### config.mk
export PLATFORM = sky130hd
export DESIGN_NAME = mem_writeback_flat
export DESIGN_NICKNAME = d
export VERILOG_FILES = /design/src/rtl/mem_writeback_if.sv /design/src/rtl/mem_writeback.sv /design/src/flat_wrapper.sv
export SDC_FILE = /design/constraint.sdc
export NUM_CORES = 1
export LEC_CHECK = 0
export CAP_MARGIN = 20
export CORE_UTILIZATION = 38
export CTS_CLUSTER_SIZE = 14
export DETAILED_ROUTE_END_ITERATION = 12
export HOLD_SLACK_MARGIN = 0.05
export PLACE_DENSITY = 0.68
export SYNTH_ARGS = -nofsm -noshare
export SYNTH_HDL_FRONTEND = slang
export SYNTH_SLANG_ARGS = --single-unit
export TNS_END_PERCENT = 30
### constraint.sdc
create_clock -name clk -period 2.6 [get_ports clk]
set_clock_uncertainty 0.05 [all_clocks]
set_input_delay 0.39 -clock clk [delete_from_list [all_inputs] [get_ports clk]]
set_output_delay 0.39 -clock clk [all_outputs]
set_load 0.05 [all_outputs]
### src/rtl/mem_writeback_if.sv
// mem_writeback_if: doubleword data-memory port between the memory/writeback
// stage (master) and the data memory (slave).
//   outMemReqValid  master->slave  request valid (held until inMemReqReady)
//   inMemReqReady   slave->master  request accepted on a valid&ready edge
//   outMemAddr      master->slave  doubleword-aligned address
//   outMemWrite     master->slave  1 = store, 0 = load
//   outMemWData     master->slave  lane-shifted store data
//   outMemWStrb     master->slave  byte strobes
//   inMemRespValid  slave->master  load data returned / store acknowledged
//   inMemRespData   slave->master  load doubleword
interface mem_writeback_if #(
    parameter int BUS_DATA_WIDTH = 64
);
    logic                          outMemReqValid;
    logic                          inMemReqReady;
    logic [BUS_DATA_WIDTH-1:0]     outMemAddr;
    logic                          outMemWrite;
    logic [BUS_DATA_WIDTH-1:0]     outMemWData;
    logic [BUS_DATA_WIDTH/8-1:0]   outMemWStrb;
    logic                          inMemRespValid;
    logic [BUS_DATA_WIDTH-1:0]     inMemRespData;

    modport master (
        output outMemReqValid, outMemAddr, outMemWrite, outMemWData, outMemWStrb,
        input  inMemReqReady, inMemRespValid, inMemRespData
    );

    modport slave (
        input  outMemReqValid, outMemAddr, outMemWrite, outMemWData, outMemWStrb,
        output inMemReqReady, inMemRespValid, inMemRespData
    );
endinterface

### src/rtl/mem_writeback.sv
// mem_writeback: combined memory-access and writeback stage of the RV64IM
// pipeline. Takes one executed instruction at a time, runs loads/stores on a
// doubleword memory port, aligns/extends load data and drives the register
// file write port. Stalls upstream while a memory access is outstanding.
// Ports:
//   clk, reset_n            clock, asynchronous active-low reset
//   inValid .. inStoreType  executed instruction and its decode control bits
//   outStall                upstream must hold its inputs
//   mem                     data-memory port (mem_writeback_if.master)
//   outRegWrite/outDestRegister/outRegData  register-file write (1-cycle pulse)
//   outMisaligned           1-cycle pulse when an access is dropped
module mem_writeback #(
    parameter int BUS_DATA_WIDTH = 64
) (
    input  logic                      clk,
    input  logic                      reset_n,
    input  logic                      inValid,
    input  logic [BUS_DATA_WIDTH-1:0] inAluResult,
    input  logic [BUS_DATA_WIDTH-1:0] inStoreData,
    input  logic [4:0]                inDestRegister,
    input  logic                      inRegWrite,
    input  logic                      inMemRead,
    input  logic                      inMemWrite,
    input  logic                      inMemOrReg,
    input  logic [2:0]                inLoadType,
    input  logic [1:0]                inStoreType,
    output logic                      outStall,
    mem_writeback_if.master           mem,
    output logic                      outRegWrite,
    output logic [4:0]                outDestRegister,
    output logic [BUS_DATA_WIDTH-1:0] outRegData,
    output logic                      outMisaligned
);
    localparam int NB = BUS_DATA_WIDTH / 8;

    localparam logic [1:0] ST_IDLE = 2'd0;
    localparam logic [1:0] ST_REQ  = 2'd1;
    localparam logic [1:0] ST_WAIT = 2'd2;

    // Load/store selection is decided by inMemRead/inMemWrite alone; the
    // writeback source is implied by the kind of instruction.
    logic unused_mem_or_reg;
    assign unused_mem_or_reg = inMemOrReg;

    logic [1:0]                state_q, state_d;
    logic [BUS_DATA_WIDTH-1:0] addr_q, addr_d;
    logic [2:0]                lane_q, lane_d;
    logic                      is_store_q, is_store_d;
    logic [2:0]                load_type_q, load_type_d;
    logic [BUS_DATA_WIDTH-1:0] wdata_q, wdata_d;
    logic [NB-1:0]             wstrb_q, wstrb_d;
    logic [4:0]                rd_q, rd_d;
    logic                      reg_we_q, reg_we_d;
    logic                      wb_en_q, wb_en_d;
    logic [4:0]                wb_rd_q, wb_rd_d;
    logic [BUS_DATA_WIDTH-1:0] wb_data_q, wb_data_d;
    logic                      misaligned_q, misaligned_d;

    // Incoming access decode
    logic [2:0]                in_lane;
    logic [3:0]                acc_bytes;
    logic                      in_misaligned;
    logic [NB-1:0]             strb_new;
    logic                      mem_op;

    assign in_lane = inAluResult[2:0];
    assign mem_op  = inMemRead | inMemWrite;

    always_comb begin
        acc_bytes = 4'd8;
        if (inMemWrite) begin
            case (inStoreType)
                2'b00:   acc_bytes = 4'd8;
                2'b01:   acc_bytes = 4'd4;
                2'b10:   acc_bytes = 4'd2;
                default: acc_bytes = 4'd1;
            endcase
        end else begin
            case (inLoadType)
                3'b001, 3'b100: acc_bytes = 4'd1;
                3'b010, 3'b101: acc_bytes = 4'd2;
                3'b011, 3'b110: acc_bytes = 4'd4;
                default:        acc_bytes = 4'd8;
            endcase
        end
    end

    // For power-of-two sizes, (size-1) masks the lane bits that must be zero;
    // size 8 wraps to 3'b111 in three bits, which is exactly the ld/sd rule.
    assign in_misaligned = |(in_lane & (acc_bytes[2:0] - 3'd1));

    // A byte is enabled when it lies in [lane, lane+size).
    for (genvar gi = 0; gi < NB; gi++) begin : g_strb
        assign strb_new[gi] = (4'(gi) >= {1'b0, in_lane}) &&
                              (4'(gi) < ({1'b0, in_lane} + acc_bytes));
    end

    // Load extraction from the returned doubleword
    logic [BUS_DATA_WIDTH-1:0] resp_shift;
    logic [BUS_DATA_WIDTH-1:0] load_value;

    assign resp_shift = mem.inMemRespData >> {lane_q, 3'b000};

    always_comb begin
        case (load_type_q)
            3'b001:  load_value = {{(BUS_DATA_WIDTH-8){resp_shift[7]}},   resp_shift[7:0]};
            3'b010:  load_value = {{(BUS_DATA_WIDTH-16){resp_shift[15]}}, resp_shift[15:0]};
            3'b011:  load_value = {{(BUS_DATA_WIDTH-32){resp_shift[31]}}, resp_shift[31:0]};
            3'b100:  load_value = {{(BUS_DATA_WIDTH-8){1'b0}},  resp_shift[7:0]};
            3'b101:  load_value = {{(BUS_DATA_WIDTH-16){1'b0}}, resp_shift[15:0]};
            3'b110:  load_value = {{(BUS_DATA_WIDTH-32){1'b0}}, resp_shift[31:0]};
            default: load_value = resp_shift;
        endcase
    end

    always_comb begin
        state_d      = state_q;
        addr_d       = addr_q;
        lane_d       = lane_q;
        is_store_d   = is_store_q;
        load_type_d  = load_type_q;
        wdata_d      = wdata_q;
        wstrb_d      = wstrb_q;
        rd_d         = rd_q;
        reg_we_d     = reg_we_q;
        wb_en_d      = 1'b0;
        wb_rd_d      = wb_rd_q;
        wb_data_d    = wb_data_q;
        misaligned_d = 1'b0;
        case (state_q)
            ST_IDLE: begin
                if (inValid) begin
                    if (!mem_op) begin
                        wb_en_d   = inRegWrite && (inDestRegister != 5'd0);
                        wb_rd_d   = inDestRegister;
                        wb_data_d = inAluResult;
                    end else if (in_misaligned) begin
                        misaligned_d = 1'b1;
                    end else begin
                        addr_d      = {inAluResult[BUS_DATA_WIDTH-1:3], 3'b000};
                        lane_d      = in_lane;
                        is_store_d  = inMemWrite;
                        load_type_d = inLoadType;
                        wdata_d     = inStoreData << {in_lane, 3'b000};
                        wstrb_d     = strb_new;
                        rd_d        = inDestRegister;
                        reg_we_d    = inRegWrite && (inDestRegister != 5'd0);
                        state_d     = ST_REQ;
                    end
                end
            end
            ST_REQ: begin
                if (mem.inMemReqReady) state_d = ST_WAIT;
            end
            ST_WAIT: begin
                if (mem.inMemRespValid) begin
                    state_d = ST_IDLE;
                    if (!is_store_q) begin
                        wb_en_d   = reg_we_q;
                        wb_rd_d   = rd_q;
                        wb_data_d = load_value;
                    end
                end
            end
            default: state_d = ST_IDLE;
        endcase
    end

    always_ff @(posedge clk or negedge reset_n) begin
        if (!reset_n) begin
            state_q      <= ST_IDLE;
            addr_q       <= '0;
            lane_q       <= '0;
            is_store_q   <= 1'b0;
            load_type_q  <= '0;
            wdata_q      <= '0;
            wstrb_q      <= '0;
            rd_q         <= '0;
            reg_we_q     <= 1'b0;
            wb_en_q      <= 1'b0;
            wb_rd_q      <= '0;
            wb_data_q    <= '0;
            misaligned_q <= 1'b0;
        end else begin
            state_q      <= state_d;
            addr_q       <= addr_d;
            lane_q       <= lane_d;
            is_store_q   <= is_store_d;
            load_type_q  <= load_type_d;
            wdata_q      <= wdata_d;
            wstrb_q      <= wstrb_d;
            rd_q         <= rd_d;
            reg_we_q     <= reg_we_d;
            wb_en_q      <= wb_en_d;
            wb_rd_q      <= wb_rd_d;
            wb_data_q    <= wb_data_d;
            misaligned_q <= misaligned_d;
        end
    end

    // Valid and stall decode straight from state so a reset drops them at once.
    assign outStall           = (state_q == ST_REQ) || (state_q == ST_WAIT);
    assign mem.outMemReqValid = (state_q == ST_REQ);
    assign mem.outMemAddr     = addr_q;
    assign mem.outMemWrite    = is_store_q;
    assign mem.outMemWData    = wdata_q;
    assign mem.outMemWStrb    = wstrb_q;
    assign outRegWrite        = wb_en_q;
    assign outDestRegister    = wb_rd_q;
    assign outRegData         = wb_data_q;
    assign outMisaligned      = misaligned_q;
endmodule

### src/flat_wrapper.sv
// flat-port wrapper written by rule: the top's interface ports become plain ports
module mem_writeback_flat 
#(
    parameter int BUS_DATA_WIDTH = 64
)
  (clk, reset_n, inValid, inAluResult, inStoreData, inDestRegister, inRegWrite, inMemRead, inMemWrite, inMemOrReg, inLoadType, inStoreType, outStall, outRegWrite, outDestRegister, outRegData, outMisaligned, mem_outMemReqValid, mem_outMemAddr, mem_outMemWrite, mem_outMemWData, mem_outMemWStrb, mem_inMemReqReady, mem_inMemRespValid, mem_inMemRespData);
  mem_writeback_if #(.BUS_DATA_WIDTH(BUS_DATA_WIDTH)) mem_i ();
  input  logic clk;
  input  logic reset_n;
  input  logic inValid;
  input  logic [BUS_DATA_WIDTH-1:0] inAluResult;
  input  logic [BUS_DATA_WIDTH-1:0] inStoreData;
  input  logic [4:0] inDestRegister;
  input  logic inRegWrite;
  input  logic inMemRead;
  input  logic inMemWrite;
  input  logic inMemOrReg;
  input  logic [2:0] inLoadType;
  input  logic [1:0] inStoreType;
  output logic outStall;
  output logic outRegWrite;
  output logic [4:0] outDestRegister;
  output logic [BUS_DATA_WIDTH-1:0] outRegData;
  output logic outMisaligned;
  output wire logic [$bits(mem_i.outMemReqValid)-1:0] mem_outMemReqValid;
  output wire logic [$bits(mem_i.outMemAddr)-1:0] mem_outMemAddr;
  output wire logic [$bits(mem_i.outMemWrite)-1:0] mem_outMemWrite;
  output wire logic [$bits(mem_i.outMemWData)-1:0] mem_outMemWData;
  output wire logic [$bits(mem_i.outMemWStrb)-1:0] mem_outMemWStrb;
  input wire logic [$bits(mem_i.inMemReqReady)-1:0] mem_inMemReqReady;
  input wire logic [$bits(mem_i.inMemRespValid)-1:0] mem_inMemRespValid;
  input wire logic [$bits(mem_i.inMemRespData)-1:0] mem_inMemRespData;
  assign mem_outMemReqValid = mem_i.outMemReqValid;
  assign mem_outMemAddr = mem_i.outMemAddr;
  assign mem_outMemWrite = mem_i.outMemWrite;
  assign mem_outMemWData = mem_i.outMemWData;
  assign mem_outMemWStrb = mem_i.outMemWStrb;
  assign mem_i.inMemReqReady = mem_inMemReqReady;
  assign mem_i.inMemRespValid = mem_inMemRespValid;
  assign mem_i.inMemRespData = mem_inMemRespData;
  mem_writeback #(.BUS_DATA_WIDTH(BUS_DATA_WIDTH)) u_core (.clk(clk), .reset_n(reset_n), .inValid(inValid), .inAluResult(inAluResult), .inStoreData(inStoreData), .inDestRegister(inDestRegister), .inRegWrite(inRegWrite), .inMemRead(inMemRead), .inMemWrite(inMemWrite), .inMemOrReg(inMemOrReg), .inLoadType(inLoadType), .inStoreType(inStoreType), .outStall(outStall), .mem(mem_i), .outRegWrite(outRegWrite), .outDestRegister(outDestRegister), .outRegData(outRegData), .outMisaligned(outMisaligned));
endmodule
**Yosys cells after proc, flatten, opt, wreduce, memory -nomap -nowiden**

Cells that the tools add are included.

- Bits in registers: 219
- Bits of input ports: 211
- Output and inout bits: 210
- Logic and storage cells: 107

- Add/subtract/negate cells: 2
- Magnitude comparators: 15
- Equality and inequality tests: 23
- Shifts and indexed selects: 2
- Mux-type cells: 29
- Bitwise operators: 3
- Reductions and logical operators: 20

Operators by type and width:

| cell | number |
|---|---|
| $pmux W64 S6 | 1 |
| $mux W64 | 4 |
| $pmux W64 S2 | 1 |
| $shl A64 B6 Y64 | 1 |
| $shr A64 B6 Y64 | 1 |
| $pmux W4 S3 | 2 |
| $mux W5 | 4 |
| $eq A3 B3 Y1 const B | 6 |
| $lt A3 B4 Y1 const A | 4 |
| $eq A3 B2 Y1 const B | 4 |
| $mux W2 | 5 |
| $ne A2 B2 Y1 const B | 5 |
| $pmux W5 S2 | 1 |
| $reduce_and A5 Y1 | 2 |
| $ge A3 B3 Y1 const A | 3 |
| $logic_and A1 B1 Y1 | 8 |
| $lt A1 B4 Y1 const A | 2 |
| $lt A2 B4 Y1 const A | 2 |
| $mux W1 | 8 |
| $eq A3 B1 Y1 const B | 2 |
| $ge A1 B3 Y1 const A | 2 |
| $ge A2 B3 Y1 const A | 2 |
| $pmux W2 S3 | 1 |
| $reduce_or A2 Y1 | 3 |
| other kinds (16) | 20 |

**Longest topological paths before layout**

- Depth after elaboration: 11
- Gate-level depth with buffers: 14
- Mapped depth without buffers: 11

**Least setup slack after synthesis**

No wires, ideal clock.

- Path kind: in2reg
- Start point: input inMemWrite
- End point: register u_core.addr_q[10], in the netlist u_core.mem.outMemAddr[10]
- Library setup time: 125 ps
- Arrival time: 2546 ps
- Data required time: 2425 ps
- Setup slack: -121 ps
- Stages: 11
- Buffers on the path: 3
- Path through: clkbuf_1 > o31ai_1 > inv_1 > ha_1 > nand2b_1 > or3_1 > nand3_2 > or2_1 > buf_2 > buf_2 > mux2_2

- Longest elaborated chain between the ends: 6
- Elaborated cells between the ends (all ways): 7
- Those cells by class: 1 x add/sub; 1 x mux; 3 x bitwise; 2 x reduce/logical

RTL lines:

| what | line | text |
|---|---|---|
| from (decl) | flat_wrapper.sv:16 | `input logic inMemWrite;` |
| $mux W4 | mem_writeback.sv:71 | `if (inMemWrite) begin` |
| $sub A3 B1 Y3 | mem_writeback.sv:90 | `assign in_misaligned = \|(in_lane & (acc_bytes[2:0] - 3'd1));` |
| $and A3 B3 Y3 | mem_writeback.sv:90 |  |
| $reduce_or A3 Y1 | mem_writeback.sv:90 |  |
| $not A1 Y1 (no source line) | n/a |  |
| $reduce_and A4 Y1 (no source line) (*) | n/a |  |
| to (signal assigned) | mem_writeback.sv:186 | `addr_q <= addr_d;` |
| to (decl) | mem_writeback.sv:46 | `logic [BUS_DATA_WIDTH-1:0] addr_q, addr_d;` |

Mark *: on every way between the ends. The rest lies on a longest branch, timed or not.
A chain may end at the register's enable or synchronous reset.

**Worst setup path in the final report**

- Start point: register u_core.state_q[1]
- End point: output mem_outMemReqValid

- Longest elaborated chain between the ends: 1

RTL lines:

| what | line | text |
|---|---|---|
| from (decl) | mem_writeback.sv:45 | `logic [1:0] state_q, state_d;` |
| from (signal assigned) | mem_writeback.sv:185 | `state_q <= state_d;` |
| $eq A2 B1 Y1 | mem_writeback.sv:203 | `assign mem.outMemReqValid = (state_q == ST_REQ);` |
| to (decl) | flat_wrapper.sv:25 | `output wire logic [$bits(mem_i.outMemReqValid)-1:0] mem_outMemReqValid;` |

No other way between the ends.

==> impl_results.md <==
- Gate power share: 0.628
- Worst-Margin Slew: roughly 740 ps
- Most frequent cells after synthesis: dfrtp_1, mux2_2, o21ai_0, nand2_1, mux2i_1
- Sequential Power Share: 0.233
- Final ANT Viol Nets: 0
- H-tree levels: 1
- CP Cell Sequence: inv_1 -> ha_1 -> clkdlybuf4s50_1
- Sequential share of the synthesized area: 0.428
- Area leader, netlist: dfrtp_1
- Vias in the first global route: 12524
- Worst Setup Slack, final: slightly above 100 ps
- DRT Pass-1 Iters: 8
- Top Ports: around 420
- Initial antenna violation count: 11
- I/O Buffers: ~420
- Peak Freq: 400 MHz
- Initial DRC Count: around 840
- Core Area: 32900 um2
- All-Layer GR Usage: 0.293
- CTS max path bufs: 3
- Layout area overhead: 51.3%
- Overflow after GRT: 0
- Syn Inst Count: 1223
- Final Instance Area: around 19000 um2
- CTS tree: yes
- Detailed Route WL: slightly above 50000 um
- Int Pwr: 0.0136 W
- Maximum vdd drop: 782 uV
- Top-count cell post-synth: dfrtp_1
- Root Buffer: clkbuf_16
- Critical path arrival: between 2000 and 2500 ps
- Synth top area cells: dfrtp_1, mux2_2, mux2i_1, o21ai_0, nand2_1
- Max Slew Vio Count: 0
- Top FF cell, synth: dfrtp_1
- Switch share: 0.492
- CTS clk-pin slew, worst paths: 60 ps
- Crit path max-delay cell type: clkdlybuf4s50_1
- Post-Syn Area: between 10000 and 15000 um2
- Status: finished, final reports clean
- Min Hold Slack: just over 200 ps
- Final period util: 0.961
- Detailed Place HPWL: 38400 um
- Post-synth EDFFs: 0
- Post-synthesis register bit count: ~220
- Max cap viols: 0
- Largest net degree at the start of global routing: around 90
- Die width: 186 um
- Clock sinks: ~220
- Sw power: around 0.013 W
- First-pass GRT wire length: 76000 um
- Total number of vias: around 12000
- Layout cells sized above 1: 0.242
- CP Data Required Time: about 2200 ps
- Worst Hold Class: input port to register
- Clock power frac: 0.139
- Unrepaired setup endpoints after global routing: no
- Critical-path maximum fanout: 3
- Routability cong.: roughly 0.9
- DP Worst Slack: -653 ps
- Drt drc: 0
- # setup viols final: 0
- Yosys warnings: 0
- Die height: 186 um
- WL per Instance: between 20 and 25 um
- Pwr/cell area: ~1400 nW/um2
- Dpl cell area: 18100 um2
- Syn Area/Cell: roughly 10 um2
- Top cell type's share of synthesized area: 0.428
- Synth cell types: 68
- Relative slew slack: 0.502
- Kind of critical path: register to primary output
- # rows: 66
- Vias per std cell: between 5 and 6
- CTS buffer count: 26
- Fin nets: around 1900
- Setup crit end kind: primary output
- Leak: 8.09 nW
- Die footprint: between 30000 and 40000 um2
- CP peak stage delay: 820 ps
- Worst-Skew Late Latency: about 540 ps
- Initial Utilization: 0.389
- Crit path time final: approximately 2500 ps
- Ys async rst share: 1.00
- Startpoint types: register
- Fin. Hold Viols: 0
==> cells by family (layout without fill, tap and decap cells) <==
logic type / count (synthesis) / in the layout / share of synthesized area
AOI/OAI and AO/OA: 335 / 335 / 0.185
DFF: 219 / 219 / 0.428
xor gates and xnor gates: 5 / 5 / 0.00342
muxes: 261 / 261 / 0.235
adders and majority gates: 9 / 9 / 0.00938
and+or+nand+nor: 274 / 274 / 0.0977
buffers and inverters: 119 / 599 / 0.0409
other: 1 / 12 / 0.000293
==> through the flow <==
stage                     cells  power (W)  setup TNS [ps]   util
after global placement     2085     0.0225          -82140  0.550
final                      2156     0.0267               0  0.589
after global routing       2156     0.0278               0  0.589
after detailed placement   2085     0.0227          -90890  0.550
after CTS                  2147     0.0267               0  0.587
after floorplan            1225     0.0167           -2090      -
==> cell usage in the layout, fill, tap and decap left out, types with 26 or more instances in the layout <==
cell type and count:
nor2_1 69, clkdlybuf4s50_1 405, mux2_2 157, clkbuf_16 26, mux2i_1 88, dfrtp_1 217, a22oi_2 32, buf_4 99
o21ai_0 126, a21oi_1 38, nand2_1 125
==> worst paths after layout <==
path / startpoint / endpoint / slack [ps] / cells past startpoint
min in group asynchronous: reset_n / u_core.mem.outMemAddr[53] / 370 / 2
max reg2reg: u_core.state_q[1] / u_core.mem.outMemWStrb[3] / 180 / 10
max: u_core.state_q[1] / mem_outMemReqValid / 100 / 3
min reg2reg: u_core.outDestRegister[4] / u_core.outDestRegister[4] / 430 / 2
max in group asynchronous: reset_n / u_core.outRegWrite / 1310 / 3
min: inAluResult[0] / u_core.lane_q[0] / 200 / 2
==> routing by layer <==
metal	global-route usage	routed length [um]	vias up
met4	0.0954	1520	4
met1	0.359	20500	6050
li1	-	-	5472
met3	0.0632	3790	87
met2	0.510	25100	512
met5	0	24	-
==> registers in the layout, summed over array words and instances (netlist names) <==
| name | count |
|---|---|
| u_core.outRegWrite | 1 |
| u_core.outDestRegister | 5 |
| u_core.mem.outMemAddr | 61 |
| u_core.mem.outMemWStrb | 8 |
| u_core.mem.outMemWrite | 1 |
| u_core.mem.outMemWData | 64 |
| u_core.lane_q | 3 |
| u_core.outMisaligned | 1 |
| u_core.rd_q | 5 |
| u_core.load_type_q | 3 |
| u_core.state_q | 2 |
| u_core.reg_we_q | 1 |
| u_core.outRegData | 64 |
==> timing repair <==
item / in CTS / in global routing
endpoints found under the setup margin: 107 / 144
pin swaps: 3 / 3
resized for setup: 28 / 21
hold endpoints to repair: 67 / 0
buffers inserted: 14 / 1
gates cloned: 4 / 0
hold buffers: 1 / 0
==> power by group through the flow <==
| stage | Combinational [W] | Sequential, W | Clock, W |
|---|---|---|---|
| after detailed placement | 0.0165 | 0.00625 | 0 |
| after CTS | 0.0167 | 0.00622 | 0.00376 |
| final | 0.0168 | 0.00622 | 0.00371 |
| after global routing | 0.0176 | 0.00639 | 0.00388 |
| after floorplan | 0.00535 | 0.0113 | 0 |
| after global placement | 0.0163 | 0.00622 | 0 |
==> worst max-delay path: cells and delay by family (launching register included) <==
| family | cells | cell delay [ps] |
|---|---|---|
| buffers and inverters | 2 | 920 |
| flip-flops | 1 | 400 |
| adder cells (fa/ha/maj) | 1 | 200 |
==> area by class of cell <==
class | instances | area, um2
inverters | 13 | 48.8
fillers | 2827 | 13500
clock inverters | 6 | 119
clock buffers | 37 | 732
flip-flops and latches | 219 | 5480
repair buffers | 543 | 5460
diodes | 9 | 22.5
multi-input cells | 887 | 6950
well taps | 442 | 553
Power figures use the tool's default switching activity.
